===== src/rtl/sound_pkg.sv =====
// Shared types and constants for the sound frame sequencer.
// Optional macro SOUND_FS_DIV_SYNC_EN switches the step source to the DIV timer.
package sound_pkg;

    typedef logic [2:0] step_t;

    localparam int    PRESCALE_DEFAULT = 8192;
    localparam step_t STEP_SWEEP_A     = 3'd2;
    localparam step_t STEP_SWEEP_B     = 3'd6;
    localparam step_t STEP_ENV         = 3'd7;

    // Length counters are clocked on every even step.
    function automatic logic is_length_step(input step_t s);
        return (s[0] == 1'b0);
    endfunction

    function automatic logic is_sweep_step(input step_t s);
        return (s == STEP_SWEEP_A) || (s == STEP_SWEEP_B);
    endfunction

endpackage


===== src/rtl/sound_fs_tick.sv =====
// Step-event source for the frame sequencer: internal prescaler by default,
// or a falling-edge detector on div_bit when SOUND_FS_DIV_SYNC_EN is defined.
module sound_fs_tick
    import sound_pkg::*;
#(
    parameter int PRESCALE = PRESCALE_DEFAULT
) (
    input  logic clk,
    input  logic rst,
    input  logic sound_en,
`ifdef SOUND_FS_DIV_SYNC_EN
    input  logic div_bit,
`endif
    output logic step_evt
);

`ifdef SOUND_FS_DIV_SYNC_EN

    logic div_hist;

    // History keeps tracking while sound is off so re-enabling sees a clean edge.
    always_ff @(posedge clk or negedge rst) begin
        if (!rst) begin
            div_hist <= 1'b0;
        end else begin
            div_hist <= div_bit;
        end
    end

    assign step_evt = sound_en & div_hist & ~div_bit;

`else

    localparam int              PW   = (PRESCALE > 1) ? $clog2(PRESCALE) : 1;
    localparam logic [PW-1:0]   LAST = PW'(PRESCALE - 1);

    logic [PW-1:0] prescaler;

    always_ff @(posedge clk or negedge rst) begin
        if (!rst) begin
            prescaler <= '0;
        end else if (!sound_en) begin
            prescaler <= '0;
        end else if (prescaler == LAST) begin
            prescaler <= '0;
        end else begin
            prescaler <= prescaler + PW'(1);
        end
    end

    // The wrap edge itself is the step event; sound_en gates it off.
    assign step_evt = sound_en && (prescaler == LAST);

`endif

endmodule


===== src/rtl/sound_frame_seq.sv =====
// Frame sequencer: 8-step counter with length/sweep/envelope strobes and a
// half-rate frequency strobe. SOUND_FS_DIV_SYNC_EN selects DIV-synced stepping.
module sound_frame_seq
    import sound_pkg::*;
#(
    parameter int PRESCALE = PRESCALE_DEFAULT
) (
    input  logic  clk,
    input  logic  rst,
    input  logic  sound_en,
`ifdef SOUND_FS_DIV_SYNC_EN
    input  logic  div_bit,
`endif
    output step_t step,
    output logic  tick_length,
    output logic  tick_sweep,
    output logic  tick_env,
    output logic  tick_freq
);

    logic step_evt_p0;
    logic freq_phase;

    sound_fs_tick #(
        .PRESCALE (PRESCALE)
    ) u_tick (
        .clk      (clk),
        .rst      (rst),
        .sound_en (sound_en),
`ifdef SOUND_FS_DIV_SYNC_EN
        .div_bit  (div_bit),
`endif
        .step_evt (step_evt_p0)
    );

    // Stage p0 -> outputs: strobes decode the step value before it advances.
    always_ff @(posedge clk or negedge rst) begin
        if (!rst) begin
            step        <= '0;
            tick_length <= 1'b0;
            tick_sweep  <= 1'b0;
            tick_env    <= 1'b0;
            tick_freq   <= 1'b0;
            freq_phase  <= 1'b0;
        end else if (!sound_en) begin
            step        <= '0;
            tick_length <= 1'b0;
            tick_sweep  <= 1'b0;
            tick_env    <= 1'b0;
            tick_freq   <= 1'b0;
            freq_phase  <= 1'b0;
        end else begin
            freq_phase  <= ~freq_phase;
            tick_freq   <= freq_phase;
            tick_length <= step_evt_p0 && is_length_step(step);
            tick_sweep  <= step_evt_p0 && is_sweep_step(step);
            tick_env    <= step_evt_p0 && (step == STEP_ENV);
            if (step_evt_p0) begin
                step <= step + 3'd1;
            end
        end
    end

endmodule

===== config.mk =====
export PLATFORM = sky130hd
export DESIGN_NAME = sound_frame_seq
export DESIGN_NICKNAME = d
export VERILOG_FILES = /design/src/rtl/sound_pkg.sv /design/src/rtl/sound_fs_tick.sv /design/src/rtl/sound_frame_seq.sv
export SDC_FILE = /design/constraint.sdc
export NUM_CORES = 1
export LEC_CHECK = 0
export ABC_AREA = 1
export BUFFER_PORTS_ARGS = -buffer_cell sky130_fd_sc_hd__buf_4
export CAP_MARGIN = 20
export CORE_AREA = 2 2 47 49
export CTS_BUF_LIST = sky130_fd_sc_hd__clkbuf_8
export CTS_CLUSTER_SIZE = 14
export DETAILED_ROUTE_END_ITERATION = 8
export DIE_AREA = 0 0 49 51
export PLACE_DENSITY = 0.82
export SLEW_MARGIN = 40
export SYNTH_ARGS = -nofsm -noshare
export SYNTH_HDL_FRONTEND = slang
export SYNTH_SLANG_ARGS = --single-unit

===== constraint.sdc =====
create_clock -name clk -period 2.9 [get_ports clk]
set_clock_uncertainty 0.15 [all_clocks]
set_input_delay 0.58 -clock clk [delete_from_list [all_inputs] [get_ports clk]]
set_output_delay 0.58 -clock clk [all_outputs]
set_load 0.05 [all_outputs]

==> results_dict.tcl, run 1 <==
set metrics [dict create \
    met2_length_um 996 \
    antenna_found_initial 0 \
    cts_max_level 1 \
    syn_area_per_cell_um2 8.19 \
    crit_path_cell_trace "ha_1 -> inv_1 -> nor2_2 -> nand2_2 -> inv_1 -> nand2_2 -> nand2_4 -> nor2_1" \
    synth-seq-cells 21 \
    p_leak_uw 0.000588 \
    final_common_cell "nand2_1" \
    cts_buffers 3 \
    clockPowerShare_pct 36.2 \
    drtIter0Drc 9 \
    outcome "finished, final reports clean" \
    chipWidth_um 49 \
    layout.cells.non_filler 168 \
    syn_area_mm2 0.00105 \
    drt-met1-wl_um 804 \
    die_h_um 51 \
    critPathKind "reg2reg" \
    crit_buf_inv 2 \
    clock_latency_ns 0.26 \
    dr_wl_met3_um 72 \
    grt_pass1_wl_mm 3.18 \
    setup_tns_ns 0 \
    synthesis.instances 128 \
    period_share_pct 55.8 \
    ir_worst_vdd_uv 306 \
    yosys.cell_types.count 16 \
    num_rows 17 \
    firstDrtPassIters 4 \
    worstSetupStartpointType "flip-flop" \
    grt_max_degree 22 \
    worstMarginPinSlew_ns 0.260 \
    cp.required_ns 2.91 \
    top_layer_used "met4" \
    pwr-share-comb_pct 5.0 \
    die_area_mm2 0.00250 \
    utilization_pct 57.6 \
    switching_share_pct 22.3 \
    crit_family "simple AND/OR/NAND/NOR gates" \
    hold_class "in2async" \
    intPower_uw 400 \
    multiInputGateArea_um2 444 \
    power.density_mw_per_mm2 433 \
    layout_common_cells "nand2_1, nor2_1, dfrtp_1" \
    power.switching_uw 115 \
    via_per_inst 4.93 \
    setup_viol 0 \
    wire_per_inst_um 11.4 \
    ctsHoldBuffers 0 \
    io_buffers 9 \
    via_count 829 \
    cpPeakStageDelay_ns 0.45 \
    diodes 0 \
    yosysWarnings 0 \
    dp_cells 164 \
    grt.total_usage_pct 17.4 \
    cp_max_fo 8 \
    max_slew_margin_pct 82.6 \
    drc 0 \
    seqCellArea_um2 526 \
    grt_overflow_total 0 \
    drv_cap 0 \
    critPathSlowestCell "dfrtp_1" \
    io_pins 10 \
    pwr-share-seq_pct 58.8 \
    post-cts-setup-buffers 0 \
    core_area_mm2 0.00206 \
    yosysSeqAreaShare_pct 50.1 \
    finalMaxSlewViolations 0 \
    hpwlAfterDp_mm 1.43 \
    area_growth_pct 13.4 \
    finalInstanceArea_mm2 0.00119 \
    globalplace.congestion 0.756 \
    post_dp_cell_area_mm2 0.00114 \
    postRouteAntennaNets 0 \
    post_cts_resized 0 \
    drive_above_1_share_pct 14.3 \
    fmax_mhz 619 \
    critPathArrivalTime_ns 1.63 \
    cts_tree "built" \
    wl_mm 1.91 \
    end_kind "flip-flop" \
    clockBufferDepth 2 \
    syn_nets 135 \
    grt_pass1_vias 770 \
    min_period_ns 1.62 \
    finalHoldViolCount 0 \
    clock-root-buffer "clkbuf_8" \
    start_util_pct 50.8 \
    grt_setup_unrepaired "false" \
    path_clk_slew_ns 0.07 \
    fillers 179 \
    cts_num_sinks 21 \
    layout.nets 148 \
    r2r_slack_ns 1.28 \
]
[worst reg2reg max path, cell delays in order, from the launching register on]
cell and delay, ns:
dfrtp_1 0.45, ha_1 0.24, inv_1 0.06, nor2_2 0.15, nand2_2 0.11, inv_1 0.08, nand2_2 0.09, nand2_4 0.12
nor2_1 0.06
[cells by family (layout without fill, tap and decap cells)]
group,after synthesis,in the layout,synth area share (%)
XOR/XNOR,4,4,3.34
adder cells (fa/ha/maj),4,4,4.77
buffers and inverters,20,32,7.52
flip-flops,21,21,50.1
AND/OR/NAND/NOR,79,79,34.2
[layer usage]
layer  GRT usage, %  vias to the layer above
met3           3.80                        5
met1           17.9                      392
li1               -                      416
met5              0                        -
met4           9.52                        0
met2           32.9                       16
[state kept, by name, indices dropped and copies added, names as in the netlist]
| register | count |
|---|---|
| u_tick.prescaler | 13 |
| step | 3 |
| freq_phase | 1 |
| tick_env | 1 |
| tick_freq | 1 |
| tick_length | 1 |
| tick_sweep | 1 |
[power by group through the flow]
stage / logic (µW) / registers, µW / clock network [µW]
final: 25.7 / 302 / 186
after global routing: 29.8 / 303 / 203
after CTS: 26.6 / 302 / 190
after detailed placement: 26.4 / 308 / 0
after global placement: 25.6 / 307 / 0
after floorplan: 13.3 / 309 / 0
[Yosys cell counts (all sizes together)]
cell type / n / share of area, %
nand2: 34 / 13
nor2: 27 / 12
dfrtp: 21 / 50
inv: 19 / 6.8
nand3: 14 / 6.7
ha: 4 / 4.8
xnor2: 3 / 2.5
nand4: 2 / 1.2
buf: 1 / 0.72
nor3: 1 / 0.48
nor3b: 1 / 0.72
xor2: 1 / 0.84
[worst paths after layout]
kind | from | end | depth (start not counted)
worst min-delay path | rst | step[0]$_DFFE_PN0P_ | 1
worst max-delay path | u_tick.prescaler[0]$_DFF_PN0_ | u_tick.prescaler[9]$_DFF_PN0_ | 8
min in group clk | freq_phase$_DFF_PN0_ | freq_phase$_DFF_PN0_ | 1
worst max register to register | u_tick.prescaler[0]$_DFF_PN0_ | u_tick.prescaler[9]$_DFF_PN0_ | 8
max in group asynchronous | rst | tick_length$_DFF_PN0_ | 1
worst min register to register | freq_phase$_DFF_PN0_ | freq_phase$_DFF_PN0_ | 1
[final cells by class]
type                    count  share of cell area, %
flip-flops and latches     21                   44.2
multi-input cells          87                   37.4
inverters                  19                   6.00
repair buffers              9                   5.68
clock buffers               3                   3.47
well taps                  28                   2.95
clock inverters             1                  0.316
[metrics by stage]
| step | total power [µW] | hold WS [ns] | worst slack, ns |
|---|---|---|---|
| after global placement | 333 | 0.262 | 1.39 |
| after CTS | 519 | 0.0420 | 1.28 |
| after floorplan | 323 | 0.134 | 1.40 |
| after detailed placement | 334 | 0.274 | 1.31 |
| after global routing | 535 | 0.0474 | 1.20 |
| final | 514 | 0.0342 | 1.28 |
Note: power is estimated with default switching activity, not from simulation.
==> run 2, diff against run 1 <==
ABC_AREA = 0   (was 1)
CORE_AREA = 2 2 46 48   (was 2 2 47 49)
DIE_AREA = 0 0 48 50   (was 0 0 49 51)
PLACE_DENSITY = 0.83   (was 0.82)
clock period = 1.34 ns   (was 2.9 ns; I/O delays follow)
==> run 2 against run 1 <==
The flow now finishes with violations (setup timing). Synthesized cell count down 34%. Power up 120%. Clock power up 120%. Critical path type unchanged. Largest power group unchanged.
==> results_dict.tcl, run 2 <==
set metrics [dict create \
    cp.required_ns 1.34 \
    layout.nets 124 \
    globalplace.congestion 0.840 \
    wl_mm 2.38 \
    grt.total_usage_pct 20.7 \
    final_common_cell "buf_4" \
    largest-register "u_tick.prescaler" \
    core_area_mm2 0.00190 \
    power.density_mw_per_mm2 868 \
    grt_pass1_wl_mm 3.51 \
    max_slew_margin_pct 82.2 \
    hold_class "in2reg" \
    chipWidth_um 48 \
    finalInstanceArea_mm2 0.00133 \
    path_clk_slew_ns 0.07 \
    yosys-top-cells-area "dfrtp_1, xor2_1, ha_1" \
    cp_max_fo 6 \
    period_share_pct 117 \
    grt_setup_unrepaired "true" \
    syn_area_per_cell_um2 11.5 \
    fillers 127 \
    wire_per_inst_um 16.6 \
    fin_ws_ns -0.225 \
    drive_above_1_share_pct 50.0 \
    start_util_pct 50.8 \
    worstMarginPinSlew_ns 0.268 \
    layout_common_cells "buf_4, dfrtp_1, xor2_1, nor2_2, and2_1" \
    worstSetupStartpointType "flip-flop" \
    cts_buffers 3 \
    ys_async_sr_fraction_pct 100 \
    postRouteAntennaNets 0 \
    drc 0 \
    yosysMostFrequentCell "dfrtp_1" \
    die_area_mm2 0.00240 \
    synth-seq-cells 21 \
    cts_num_sinks 21 \
    diodes 0 \
    critPathKind "reg2reg" \
    finalMaxSlewViolations 0 \
    synthesis.instances 84 \
    synth_edf_count 0 \
    synth_largest_area_cell "dfrtp_1" \
    dp_cells 132 \
    num_rows 16 \
    firstDrtPassIters 4 \
    p_total_uw 1150 \
    io_pins 10 \
    ys.flop_type "dfrtp_1" \
    critPathArrivalTime_ns 1.57 \
    hpwlAfterDp_mm 1.30 \
    drv_cap 0 \
    finalHoldViolCount 0 \
    seqCellArea_um2 528 \
    largest_register_ffs 13 \
    post_dp_cell_area_mm2 0.00116 \
    yosys.cell_types.count 21 \
    syn_area_um2 966 \
    clockBufferDepth 2 \
    yosysWarnings 0 \
    end_kind "flip-flop" \
    ir_worst_vdd_uv 532 \
    via_count 776 \
    grt_overflow_total 0 \
    via_per_inst 5.43 \
    area_growth_pct 37.4 \
    hold_ws_ns 0.188 \
    io_buffers 9 \
    synth_top_area_share_pct 54.4 \
    multiInputGateArea_um2 488 \
    cts_tree "built" \
    syn_nets 91 \
    outcome "complete, but fails checks" \
    largestRegisters "u_tick.prescaler: 13 flops, step: 3 flops" \
    die_h_um 50 \
    fmax_mhz 639 \
    grt_max_degree 22 \
    cts_max_level 1 \
    setup_tns_ns -3.21 \
    antenna_found_initial 0 \
    clock_latency_ns 0.26 \
    yosys-top-cells-count "dfrtp_1, nor2_1, xor2_1" \
    yosysSeqAreaShare_pct 54.4 \
    min_period_ns 1.57 \
    setup_viol 19 \
    failed_checks "setup timing" \
    grt_pass1_vias 780 \
    p_leak_uw 0.000651 \
    drtIter0Drc 19 \
    layout.cells.non_filler 143 \
    clock-root-buffer "clkbuf_8" \
]
## run 2: cell types whose count changed after synthesis, moves of 3 or more
cell,delta
xor2_1,+7
nor2_2,-3
nand3_1,-9
and3_2,+3
nor2_1,-12
and2_1,+6
nand2_1,-27
inv_1,-17
## run 2: area by class of cell
type                       instances  area share (%)
clock buffer                       3            3.11
clock inverter                     1           0.377
inverter                           2           0.566
multi-input combinational         60            36.8
sequential                        21            39.8
tap                               27            2.54
timing repair buffer              29            16.9
## run 2: final timing paths
path | from | endpoint | slack (ns) | cells past startpoint
worst min-delay path | sound_en | step[1]$_DFFE_PN0P_ | 0.19 | 3
worst max-delay path | u_tick.prescaler[1]$_DFF_PN0_ | u_tick.prescaler[5]$_DFF_PN0_ | -0.23 | 5
worst max register to register | u_tick.prescaler[1]$_DFF_PN0_ | u_tick.prescaler[5]$_DFF_PN0_ | -0.23 | 5
worst min register to register | freq_phase$_DFF_PN0_ | freq_phase$_DFF_PN0_ | 0.28 | 1
max in group asynchronous | rst | step[1]$_DFFE_PN0P_ | 0.53 | 2
min in group asynchronous | rst | u_tick.prescaler[7]$_DFF_PN0_ | 0.28 | 2
## run 2: timing repair
item | 4_1_cts | 5_1_grt
pin swaps | 2 | 10
endpoints found under the setup margin | 19 | 19
hold buffers | 1 | 0
gates resized for setup | 4 | 16
cloned | 2 | 0
hold endpoints to repair | 21 | 0
buffers inserted | 2 | 2
## run 2: through the flow
stage                     util [%]  worst slack, ns
after floorplan                  -           -0.238
after global routing          69.8           -0.262
after global placement        61.2           -0.117
after CTS                     66.3           -0.147
final                         69.8           -0.225
after detailed placement      61.2           -0.162
## run 2: report_power, final
group / internal, µW / total, µW / switching, µW
combinational: 39.8 / 92.7 / 52.9
sequential: 644 / 651 / 6.66
clock: 207 / 409 / 202
total: 891 / 1150 / 262
## run 2: critical path: stages, from the launching register on
cell,delay (ns)
dfrtp_1,0.36
ha_2,0.19
and4_4,0.26
and3_4,0.24
nand2b_4,0.19
nor2_1,0.06
## run 2: kinds of logic after synthesis
group,Yosys count,share of synthesized area (%)
simple gates,40,25.0
flops,21,54.4
compound gates,2,1.04
xor+xnor,12,10.9
fa+ha+maj,4,5.18
buf+inv,5,3.50
## run 2: layer usage
layer	part of all wire (%)	vias to the layer above	track usage [%]
met5	0	-	0
met4	2.9	0	8.11
met2	52	34	33.8
li1	-	344	-
met1	39	389	26.1
met3	5.3	9	3.30
==> run 3, diff against run 2 <==
CORE_AREA = 2 2 47 49   (was 2 2 46 48)
DIE_AREA = 0 0 49 51   (was 0 0 48 50)
PLACE_DENSITY = 0.81   (was 0.83)
==> run 3 against run 2 <==
The run still ends with setup timing left. Register-to-register slack better by 0.07 ns. Hold slack gained 0.012 ns. Global-route usage decreased by 3.4 points. Sequential power is essentially flat. Clock-buffer cell count stayed put. Sequential share of layout area rose by 2.4 points. Critical path type unchanged. Largest cell class unchanged.
==> results_dict.tcl, run 3 (same netlist as run 2, synthesis figures left out) <==
set metrics [dict create \
    grt_setup_unrepaired "true" \
    crit_family "simple AND/OR/NAND/NOR gates" \
    clock-root-buffer "clkbuf_8" \
    critPathArrivalTime_ns 1.50 \
    grt_max_degree 22 \
    end_kind "flip-flop" \
    grt_pass1_vias 719 \
    crit_buf_inv 0 \
    path_clk_slew_ns 0.08 \
    hold_class "in2reg" \
    setup_viol 19 \
    num_rows 17 \
    clockBufferDepth 2 \
    io_pins 10 \
    area_growth_pct 29.5 \
    p_leak_uw 0.000632 \
    antenna_found_initial 0 \
    critPathSlowestCell "dfrtp_1" \
    grt_pass1_wl_mm 3.17 \
    grt.total_usage_pct 17.2 \
    drtIter0Drc 14 \
    cpPeakStageDelay_ns 0.36 \
    worstSetupStartpointType "flip-flop" \
    core_area_mm2 0.00206 \
    largest_register_ffs 13 \
    crit_path_cell_trace "ha_2 -> and4_4 -> and3_4 -> nand2b_4 -> nor2_1" \
    final_common_cell "buf_4" \
    critPathKind "reg2reg" \
    cp.depth 5 \
    start_util_pct 46.8 \
    postRouteAntennaNets 0 \
    layout_common_cells "buf_4, dfrtp_1, nor2_1" \
    die_area_mm2 0.00250 \
    drv_cap 0 \
    ir_worst_vdd_uv 679 \
    hpwlAfterDp_mm 1.19 \
    cts_buffers 3 \
    globalplace.congestion 0.777 \
    wl_mm 1.81 \
    outcome "complete, but fails checks" \
    clock_latency_ns 0.26 \
    power.density_mw_per_mm2 916 \
    drive_above_1_share_pct 38.4 \
    min_period_ns 1.50 \
    finalHoldViolCount 0 \
    fin_ws_ns -0.158 \
    die_h_um 51 \
    dp_cells 131 \
    cts_num_sinks 21 \
    largestRegisters "u_tick.prescaler: 13 flops, step: 3 flops" \
    firstDrtPassIters 4 \
    period_share_pct 112 \
    cts_tree "built" \
    failed_checks "setup timing" \
    drc 0 \
    min_path_cells 2 \
    via_count 684 \
    chipWidth_um 49 \
    cp.required_ns 1.34 \
    grt_overflow_total 0 \
    finalMaxSlewViolations 0 \
    largest-register "u_tick.prescaler" \
    setup_tns_ns -2.32 \
    layout.cells.non_filler 140 \
    layout.nets 120 \
    via_per_inst 4.89 \
    max_slew_margin_pct 82.7 \
    cts_max_level 1 \
    worstMarginPinSlew_ns 0.259 \
    fmax_mhz 668 \
    cp_max_fo 6 \
    io_buffers 9 \
    wire_per_inst_um 13.0 \
    diodes 0 \
    reg2reg_depth 5 \
]
[run 3: path summary, 6_finish.rpt]
kind / from / slack [ns] / to
worst max-delay path: u_tick.prescaler[1]$_DFF_PN0_ / -0.16 / u_tick.prescaler[2]$_DFF_PN0_
worst min-delay path: sound_en / 0.20 / freq_phase$_DFF_PN0_
worst max register to register: u_tick.prescaler[1]$_DFF_PN0_ / -0.16 / u_tick.prescaler[2]$_DFF_PN0_
worst min register to register: freq_phase$_DFF_PN0_ / 0.28 / freq_phase$_DFF_PN0_
max in group asynchronous: rst / 0.55 / step[0]$_DFFE_PN0P_
min in group asynchronous: rst / 0.27 / u_tick.prescaler[6]$_DFF_PN0_
[run 3: report_power, final]
part,leakage (µW),total [µW],internal [µW],switching (µW)
Sequential,0.000285,650,644,6.49
Combinational,0.000321,75.6,32.2,43.4
Clock,0.0000255,420,207,213
Total,0.000632,1150,883,263
[run 3: cell type report]
class	instances	area, µm²
Inverter	2	7.51
Fill cell	156	812
Clock inverter	1	5.00
Tap cell	28	35.0
Clock buffer	3	41.3
Timing Repair Buffer	25	190
Sequential cell	21	528
Multi-Input combinational cell	60	444
[run 3: layer usage]
layer  wire [µm]  part of all wire [%]  global-route usage, %  vias to the layer above
met3          49                   2.7                   4.68                        6
met4          36                   2.0                   9.52                        0
met1         808                    45                   20.5                      330
li1            -                     -                      -                      339
met2         920                    51                   28.5                        9
met5           0                     0                      0                        -
[run 3: what timing repair did]
action / in CTS / in global routing
pin swaps: 2 / 2
endpoints found under the hold margin: 21 / 0
hold buffers: 1 / 0
cloned: 2 / 0
setup endpoints to repair: 19 / 19
resized for setup: 3 / 1
buffers inserted: 1 / 1
[run 3: through the flow]
step / hold WS, ns / worst slack, ns / instance area, µm² / utilization, % / total power (µW)
4_1_cts: 0.202 / -0.135 / 1240 / 60.2 / 1140
3_5_place_dp: 0.0119 / -0.175 / 1150 / 55.7 / 732
6_report: 0.200 / -0.158 / 1250 / 60.6 / 1150
3_3_place_gp: 0.00918 / -0.134 / 1150 / 55.7 / 728
2_1_floorplan: -0.178 / -0.238 / 976 / - / 695
5_1_grt: 0.203 / -0.192 / 1250 / 60.6 / 1190
